<file path="config.mk">
export PLATFORM = sky130hd
export DESIGN_NAME = plot_arbiter_flat
export DESIGN_NICKNAME = d
export VERILOG_FILES = /design/src/rtl/plot_arbiter_if.sv /design/src/rtl/plot_arbiter.sv /design/src/flat_wrapper.sv
export SDC_FILE = /design/constraint.sdc
export NUM_CORES = 1
export LEC_CHECK = 0
export CAP_MARGIN = 5
export CORE_UTILIZATION = 50
export CTS_CLUSTER_SIZE = 14
export DETAILED_ROUTE_END_ITERATION = 12
export DONT_BUFFER_PORTS = 1
export RECOVER_POWER = 100
export SKIP_CTS_REPAIR_TIMING = 1
export SLEW_MARGIN = 20
export SYNTH_ARGS = -nofsm -noshare
export SYNTH_HDL_FRONTEND = slang
export SYNTH_SLANG_ARGS = --single-unit
</file>
<file path="constraint.sdc">
create_clock -name clock -period 3 [get_ports clock]
set_input_delay 0.15 -clock clock [delete_from_list [all_inputs] [get_ports clock]]
set_output_delay 0.15 -clock clock [all_outputs]
set_load 0.05 [all_outputs]
</file>
<file path="src/rtl/plot_arbiter_if.sv">
// rtl/plot_arbiter_if.sv - requester-side pixel bus and VGA-side outputs of the plot arbiter
// The arbiter connects through the slave modport; the requesters/adapter use master.
interface plot_arbiter_if;
  logic [2:0]  req;
  logic [26:0] px;
  logic [23:0] py;
  logic [8:0]  pcol;
  logic [2:0]  pvalid;
  logic [2:0]  plast;
  logic [2:0]  gnt;
  logic [8:0]  vga_x;
  logic [7:0]  vga_y;
  logic [2:0]  vga_colour;
  logic        vga_plot;
  logic        dropped;
  logic        busy;

  modport slave (
    input  req, px, py, pcol, pvalid, plast,
    output gnt, vga_x, vga_y, vga_colour, vga_plot, dropped, busy
  );

  modport master (
    output req, px, py, pcol, pvalid, plast,
    input  gnt, vga_x, vga_y, vga_colour, vga_plot, dropped, busy
  );
endinterface

</file>
<file path="src/rtl/plot_arbiter.sv">
// rtl/plot_arbiter.sv - round-robin arbiter of three pixel plotters onto one VGA adapter port
// Bursts end on plast, on the MAX_BURST-th pixel, or when the owner drops its request.
module plot_arbiter #(
  parameter int unsigned MAX_BURST = 16,
  parameter int unsigned X_MAX     = 320,
  parameter int unsigned Y_MAX     = 240
) (
  input logic          clock,
  input logic          resetn,
  plot_arbiter_if.slave bus
);

  localparam logic [9:0] X_LIM     = 10'(X_MAX);
  localparam logic [8:0] Y_LIM     = 9'(Y_MAX);
  localparam logic [8:0] BURST_LIM = 9'(MAX_BURST);

  typedef enum logic {IDLE, GRANT} state_t;

  state_t     state_q, state_d;
  logic [1:0] g_q, g_d;
  logic [1:0] last_q, last_d;
  logic [7:0] burst_q, burst_d;
  logic [2:0] gnt_q, gnt_d;
  logic [8:0] x_q, x_d;
  logic [7:0] y_q, y_d;
  logic [2:0] c_q, c_d;
  logic       plot_q, plot_d;
  logic       drop_q, drop_d;

  logic [8:0] sel_x;
  logic [7:0] sel_y;
  logic [2:0] sel_c;
  logic       sel_valid, sel_last, sel_req;
  logic [1:0] first, second, third, pick;
  logic       in_range, burst_hit;

  // Mux the currently granted requester's lanes; g_q is never 3.
  always_comb begin
    sel_x     = bus.px[8:0];
    sel_y     = bus.py[7:0];
    sel_c     = bus.pcol[2:0];
    sel_valid = bus.pvalid[0];
    sel_last  = bus.plast[0];
    sel_req   = bus.req[0];
    case (g_q)
      2'd1: begin
        sel_x     = bus.px[17:9];
        sel_y     = bus.py[15:8];
        sel_c     = bus.pcol[5:3];
        sel_valid = bus.pvalid[1];
        sel_last  = bus.plast[1];
        sel_req   = bus.req[1];
      end
      2'd2: begin
        sel_x     = bus.px[26:18];
        sel_y     = bus.py[23:16];
        sel_c     = bus.pcol[8:6];
        sel_valid = bus.pvalid[2];
        sel_last  = bus.plast[2];
        sel_req   = bus.req[2];
      end
      default: ;
    endcase
  end

  always_comb begin
    first  = (last_q == 2'd2) ? 2'd0 : last_q + 2'd1;
    second = (first  == 2'd2) ? 2'd0 : first  + 2'd1;
    third  = (second == 2'd2) ? 2'd0 : second + 2'd1;
    if (bus.req[first])       pick = first;
    else if (bus.req[second]) pick = second;
    else                      pick = third;
  end

  assign in_range  = ({1'b0, sel_x} < X_LIM) && ({1'b0, sel_y} < Y_LIM);
  assign burst_hit = ({1'b0, burst_q} + 9'd1) == BURST_LIM;

  always_comb begin
    state_d = state_q;
    g_d     = g_q;
    last_d  = last_q;
    burst_d = burst_q;
    gnt_d   = 3'b000;
    x_d     = x_q;
    y_d     = y_q;
    c_d     = c_q;
    plot_d  = 1'b0;
    drop_d  = 1'b0;
    case (state_q)
      IDLE: begin
        if (|bus.req) begin
          state_d = GRANT;
          g_d     = pick;
          burst_d = 8'd0;
          gnt_d   = 3'b001 << pick;
        end
      end
      GRANT: begin
        gnt_d = gnt_q;
        if (sel_valid) begin
          burst_d = burst_q + 8'd1;
          if (in_range) begin
            plot_d = 1'b1;
            x_d    = sel_x;
            y_d    = sel_y;
            c_d    = sel_c;
          end else begin
            drop_d = 1'b1;
          end
        end
        // A pixel arriving with the request drop is still plotted above.
        if ((sel_valid && (sel_last || burst_hit)) || !sel_req) begin
          state_d = IDLE;
          last_d  = g_q;
          gnt_d   = 3'b000;
        end
      end
      default: state_d = IDLE;
    endcase
  end

  always_ff @(posedge clock or negedge resetn) begin
    if (!resetn) begin
      state_q <= IDLE;
      g_q     <= 2'd0;
      last_q  <= 2'd2;
      burst_q <= 8'd0;
      gnt_q   <= 3'b000;
      x_q     <= 9'd0;
      y_q     <= 8'd0;
      c_q     <= 3'd0;
      plot_q  <= 1'b0;
      drop_q  <= 1'b0;
    end else begin
      state_q <= state_d;
      g_q     <= g_d;
      last_q  <= last_d;
      burst_q <= burst_d;
      gnt_q   <= gnt_d;
      x_q     <= x_d;
      y_q     <= y_d;
      c_q     <= c_d;
      plot_q  <= plot_d;
      drop_q  <= drop_d;
    end
  end

  assign bus.gnt        = gnt_q;
  assign bus.vga_x      = x_q;
  assign bus.vga_y      = y_q;
  assign bus.vga_colour = c_q;
  assign bus.vga_plot   = plot_q;
  assign bus.dropped    = drop_q;
  assign bus.busy       = (state_q == GRANT);

endmodule
</file>
<file path="src/flat_wrapper.sv">
// flat-port wrapper written by rule: the top's interface ports become plain ports
module plot_arbiter_flat 
#(
  parameter int unsigned MAX_BURST = 16,
  parameter int unsigned X_MAX     = 320,
  parameter int unsigned Y_MAX     = 240
)
  (clock, resetn, bus_req, bus_px, bus_py, bus_pcol, bus_pvalid, bus_plast, bus_gnt, bus_vga_x, bus_vga_y, bus_vga_colour, bus_vga_plot, bus_dropped, bus_busy);
  plot_arbiter_if bus_i ();
  input logic clock;
  input logic resetn;
  input wire logic [$bits(bus_i.req)-1:0] bus_req;
  input wire logic [$bits(bus_i.px)-1:0] bus_px;
  input wire logic [$bits(bus_i.py)-1:0] bus_py;
  input wire logic [$bits(bus_i.pcol)-1:0] bus_pcol;
  input wire logic [$bits(bus_i.pvalid)-1:0] bus_pvalid;
  input wire logic [$bits(bus_i.plast)-1:0] bus_plast;
  output wire logic [$bits(bus_i.gnt)-1:0] bus_gnt;
  output wire logic [$bits(bus_i.vga_x)-1:0] bus_vga_x;
  output wire logic [$bits(bus_i.vga_y)-1:0] bus_vga_y;
  output wire logic [$bits(bus_i.vga_colour)-1:0] bus_vga_colour;
  output wire logic [$bits(bus_i.vga_plot)-1:0] bus_vga_plot;
  output wire logic [$bits(bus_i.dropped)-1:0] bus_dropped;
  output wire logic [$bits(bus_i.busy)-1:0] bus_busy;
  assign bus_i.req = bus_req;
  assign bus_i.px = bus_px;
  assign bus_i.py = bus_py;
  assign bus_i.pcol = bus_pcol;
  assign bus_i.pvalid = bus_pvalid;
  assign bus_i.plast = bus_plast;
  assign bus_gnt = bus_i.gnt;
  assign bus_vga_x = bus_i.vga_x;
  assign bus_vga_y = bus_i.vga_y;
  assign bus_vga_colour = bus_i.vga_colour;
  assign bus_vga_plot = bus_i.vga_plot;
  assign bus_dropped = bus_i.dropped;
  assign bus_busy = bus_i.busy;
  plot_arbiter #(.MAX_BURST(MAX_BURST), .X_MAX(X_MAX), .Y_MAX(Y_MAX)) u_core (.clock(clock), .resetn(resetn), .bus(bus_i));
endmodule
</file>
Yosys cells after proc, flatten, opt, wreduce, memory -nomap -nowiden
Cells that the tools add are included.
{"block": "word_totals", "reg_bits": 38, "latchBits": 0, "ram_bits": 0, "mem_bits_ro": 0, "inputBits": 71, "out_inout_bits": 26, "mem_count": 0}
{"block": "op_classes", "n_addsub": 5, "multipliers": 0, "div": 0, "magnitude_cmp": 4, "n_eq_ne": 9, "shifts": 1, "n_mux": 30, "bitwise_logic": 1, "n_reduce_logical": 10}
{"cell": "$pmux 8 s2", "n": 2}
{"cell": "$pmux 9 s2", "n": 1}
{"cell": "$mux 8", "n": 2}
{"cell": "$pmux 3 s2", "n": 2}
{"cell": "$mux 1", "n": 10}
{"cell": "$mux 2", "n": 5}
{"cell": "$add 8x1->9 const B", "n": 1}
{"cell": "$eq 9x5->1 const B", "n": 1}
{"cell": "$lt 9x9->1 const B", "n": 1}
{"cell": "$add 8x1->8 const B", "n": 1}
{"cell": "$eq 2x2->1 const B", "n": 4}
{"cell": "$lt 8x8->1 const B", "n": 1}
{"cell": "$pmux 1 s2", "n": 4}
{"cell": "$add 2x1->2 const B", "n": 3}
{"cell": "$lt 2x3->1 const B", "n": 2}
{"cell": "$mux 3", "n": 2}
{"cell": "$reduce_and 2->1", "n": 3}
{"cell": "$bmux 1 s2", "n": 2}
{"cell": "$ne 2x2->1 const B", "n": 2}
{"cell": "$reduce_and 3->1", "n": 1}
{"cell": "$reduce_or 3->1", "n": 1}
{"cell": "$shl 1x2->3 const A", "n": 1}
{"cell": "$eq 2x1->1 const B", "n": 1}
{"cell": "$logic_and 1x1->1", "n": 2}
{"cell": "other kinds (4)", "n": 5}

Longest topological paths before layout
{"block": "logic_depth", "ltp_word": 11, "depth_mapped": 11, "mapped_depth_nobuf": 8}

Worst setup path after synthesis
OpenSTA, ideal clock, no wires.
{"block": "synth_path", "kind": "reg2reg", "start": "register u_core.g_q[0]", "end": "register u_core.c_q[2] (netlist: u_core.bus.vga_colour[2])", "setup_ns": 0.125, "arrival_time_ns": 2.066, "t_required_ns": 2.875, "slack_ns": 0.809, "stages_incl_launch_ff": 12, "period_less_slack_ns": 2.191, "cell_sequence": "dfrtp_1 > inv_1 > ha_1 > clkbuf_8 > clkbuf_8 > nand2_1 > o21ai_1 > o21ai_0 > o41a_1 > nor2b_4 > buf_12 > mux2_4"}
{"block": "synth_via", "elab_chain_len": 5}
{"item": "start, declared", "line_no": "plot_arbiter.sv:20", "text": "logic [1:0] g_q, g_d;"}
{"item": "start signal, assigned", "line_no": "plot_arbiter.sv:136", "text": "g_q <= g_d;"}
{"item": "$eq 2x2->1 / $eq 2x1->1 (equally long branches)", "line_no": "plot_arbiter.sv:45", "text": "case (g_q)"}
{"item": "$pmux 9 s2 / $pmux 8 s2 (equally long branches)", "line_no": "plot_arbiter.sv:45"}
{"item": "$lt 9x9->1 / $lt 8x8->1 (equally long branches)", "line_no": "plot_arbiter.sv:75", "text": "assign in_range = ({1'b0, sel_x} < X_LIM) && ({1'b0, sel_y} < Y_LIM);"}
{"item": "$logic_and 1x1->1", "line_no": "plot_arbiter.sv:75"}
{"item": "$reduce_and 3->1 (no source line)"}
{"item": "end signal, assigned", "line_no": "plot_arbiter.sv:131", "text": "c_q <= 3'd0;"}
{"item": "end signal, assigned", "line_no": "plot_arbiter.sv:142", "text": "c_q <= c_d;"}
{"item": "end, declared", "line_no": "plot_arbiter.sv:26", "text": "logic [2:0] c_q, c_d;"}
Several ways; a longest one is shown, not always the timed one.
A chain may end at the register's enable or synchronous reset.

Worst setup path after layout
{"block": "layout_path", "start": "register u_core.g_q[1]", "end": "register u_core.x_q[8] (netlist: u_core.bus.vga_x[8])"}
{"block": "layout_via", "elab_chain_len": 5}
{"item": "$eq 2x2->1 / $eq 2x1->1 (equally long branches)", "line_no": "plot_arbiter.sv:45"}
{"item": "$pmux 9 s2 / $pmux 8 s2 (equally long branches)", "line_no": "plot_arbiter.sv:45"}
{"item": "$lt 9x9->1 / $lt 8x8->1 (equally long branches)", "line_no": "plot_arbiter.sv:75"}
{"item": "$logic_and 1x1->1", "line_no": "plot_arbiter.sv:75"}
{"item": "$reduce_and 3->1 (no source line)"}
{"item": "end signal, assigned", "line_no": "plot_arbiter.sv:129", "text": "x_q <= 9'd0;"}
{"item": "end signal, assigned", "line_no": "plot_arbiter.sv:140", "text": "x_q <= x_d;"}
{"item": "end, declared", "line_no": "plot_arbiter.sv:24", "text": "logic [8:0] x_q, x_d;"}
Several ways; a longest one is shown, not always the timed one.

==> results.json <==
{
  "first_iter_violations": 45,
  "cts_sinks": 38,
  "status": "finished with violations",
  "crit_start": "u_core.g_q[1]",
  "hp-class": "input pin to flip-flop",
  "sw_frac_of_total": 0.528,
  "final_common_cell": "dfrtp_1",
  "crit_family": "compound AO/OA/AOI/OAI gates",
  "synth_top_family_by_area": "compound AO/OA/AOI/OAI gates",
  "synthCells": 232,
  "critPathRequiredTime_ps": 3170,
  "cts_max_path_buffers": 2,
  "wire_per_inst_um": 17.3,
  "synth_top_area_share": 0.399,
  "p_sw_uw": 1730,
  "synth_area_um2": 2320,
  "fmax_ghz": 0.361,
  "crit_chain": "inv_1 > ha_1 > clkbuf_1 > a22oi_1 > nor2_1 > a21oi_1 > o41a_1 > nor2b_4 > mux2_1",
  "p_clk_frac": 0.108,
  "async_reset_ff_frac": 1.00,
  "grt_use_total": 0.214,
  "layout_common_cells": "dfrtp_1, nand2_1, o21ai_0",
  "critPathLaunchType": "flip-flop",
  "path_max_fanout": 19,
  "row_count": 24,
  "slew_viol_final": 39,
  "cp_slowest_cell": "ha_1",
  "start_util": 0.526,
  "drt_pass1_iterations": 4,
  "powerDensity_nw_per_um2": 1390,
  "place_ws_ps": -14.8,
  "grt_overflow": 0,
  "max-slew-margin-rel": -0.328,
  "grt_max_degree": 39,
  "routabilityCongestion": 0.958,
  "critPathKind": "flip-flop to flip-flop",
  "cts_tree": "done",
  "drive_gt1_frac": 0.0979,
  "ant_nets": 0,
  "clock_latency_ps": 290,
  "synthMuxAreaShare": 0.130,
  "die_height_um": 70.1,
  "rsz0062_at_grt": "no",
  "chipWidth_um": 70.1,
  "ys_seq_elements": 38,
  "cp_num_buf_inv": 2,
  "yosysTopAreaCell": "dfrtp_1",
  "num_vias": 1723,
  "io_buffers": 0,
  "min_period_over_period": 0.924,
  "syn-num-nets": 307,
  "violations": "max-capacitance violations, max-slew violations",
  "maxCapViolations": 1,
  "hold_viol": 0,
  "final.setup_skew_ps": 13.0,
  "ys_seq_area_frac": 0.410,
  "grt_pass1_wl_mm": 8.28,
  "drc": 0,
  "leakage_uw": 0.000999,
  "cts_buffers": 5,
  "slowest_delay_ps": 590,
  "synth-compound-area-share": 0.211,
  "place_hpwl_mm": 3.66,
  "ir_drop_mv": 0.503,
  "synth_cell_type_count": 51,
  "clk_pin_slew_worst_paths_ps": 80,
  "layout.nets": 309,
  "pwr-share-comb": 0.456,
  "cp.arrival_ps": 2940,
  "core_um2": 4410,
  "min-delay-start": "bus_px[1]",
  "syn_area_per_cell_um2": 10.0,
  "cts-root-buf": "clkbuf_8",
  "synth-simple-area-share": 0.144,
  "setup_viol": 0,
  "setup_ws_ps": 228,
  "synth_fa_ha_area_frac": 0.0216,
  "end_kind": "flip-flop",
  "cts_htree_levels": 2,
  "synth.area.top_cells": "dfrtp_1, mux2_4, a22oi_1",
  "pin_count": 97,
  "diodes": 0,
  "totalWireLength_mm": 4.96,
  "synth-edff-count": 0,
  "ys_warn_count": 0,
  "rr_startpoint": "u_core.g_q[1]",
  "pwr-share-seq": 0.436,
  "vias_per_cell": 6.00,
  "synth_xor_area_frac": 0.00378,
  "intPower_uw": 1550,
  "grt_pass1_vias": 1766,
  "syn_to_final_growth_pct": 1.78,
  "layout_min_cycle_time_ps": 2770,
  "synthFlopType": "dfrtp_1",
  "die_area_um2": 4920,
  "nFillCells": 416,
  "antenna_found_initial": 0,
  "setup_tns_ps": 0,
  "worst_pin_slew_ps": 1990
}
[synth_stat cells (all sizes together), types with 3 or more instances]
library cell  count
nand2            31
a21oi             7
nor3              5
mux2             17
o21ai            31
buf               8
clkbuf            5
dfrtp            37
nand3             5
nor2              9
mux2i             5
inv              11
nand2b            3
ha                4
a22oi            22
[state kept, by name, summed over array words and instances (netlist names)]
name                   flops
u_core.bus.vga_colour      3
u_core.bus.busy            1
u_core.burst_q             8
u_core.bus.vga_plot        1
u_core.bus.vga_x           9
u_core.g_q                 2
u_core.bus.vga_y           8
u_core.last_q              2
u_core.bus.dropped         1
u_core.bus.gnt             3
[path summary, 6_finish.rpt]
path	slack [ps]	cells past startpoint	endpoint
max	230	9	u_core.bus.vga_x[8]
min	100	3	u_core.bus.vga_x[1]
max reg2reg	230	9	u_core.bus.vga_x[8]
min reg2reg	540	2	u_core.burst_q[7]
max in group asynchronous	840	2	u_core.last_q[0]
min in group asynchronous	1020	2	u_core.bus.vga_y[2]
[layout make-up]
| cell class | instances | area, um^2 | share of cell area |
|---|---|---|---|
| Timing Repair Buffer | 9 | 71.3 | 0.0302 |
| Tap cell | 52 | 65.1 | 0.0276 |
| Inverter | 11 | 41.3 | 0.0175 |
| Sequential cell | 38 | 952 | 0.403 |
| Multi-Input combinational cell | 169 | 1140 | 0.483 |
| Clock buffer | 8 | 90.1 | 0.0382 |
[power groups by stage]
stage                     clock network, uW  logic [uW]  registers (uW)
after CTS                               367        1690            1440
final                                   355        1500            1430
after detailed placement                  0        1680            1450
after global placement                    0        1630            1440
after global routing                    391        1680            1460
after floorplan                           0        1520            1410
[metal layers]
layer	track usage	routed length [um]	vias to the layer above
met4	0.0844	97	0
li1	-	-	840
met2	0.371	2460	81
met3	0.0592	324	10
met1	0.250	2070	792
met5	0	0	-
[through the flow]
step	cell area [um^2]	utilization	total power, uW	std cells	hold slack [ps]
6_report	2360	0.535	3280	287	98.7
5_1_grt	2360	0.535	3540	287	107
4_1_cts	2400	0.543	3500	284	-461
3_5_place_dp	2310	0.523	3130	276	-145
3_3_place_gp	2310	0.523	3070	276	-145
2_1_floorplan	2320	-	2920	232	-146
[worst register-to-register path, delay by kind of cell, from the launching register on]
kind | cells | cell delay [ps]
flip-flops | 1 | 400
adder cells (fa/ha/maj) | 1 | 590
buffers and inverters | 2 | 360
multiplexers | 1 | 330
AO/OA/AOI/OAI | 3 | 670
AND/OR/NAND/NOR | 2 | 320
[cells by family after synthesis]
| family | Yosys count |
|---|---|
| XOR/XNOR | 1 |
| AO/OA/AOI/OAI | 76 |
| buffers and inverters | 26 |
| AND/OR/NAND/NOR | 65 |
| multiplexers | 22 |
| flip-flops | 38 |
| adder cells (fa/ha/maj) | 4 |
Power figures use the tool's default switching activity.
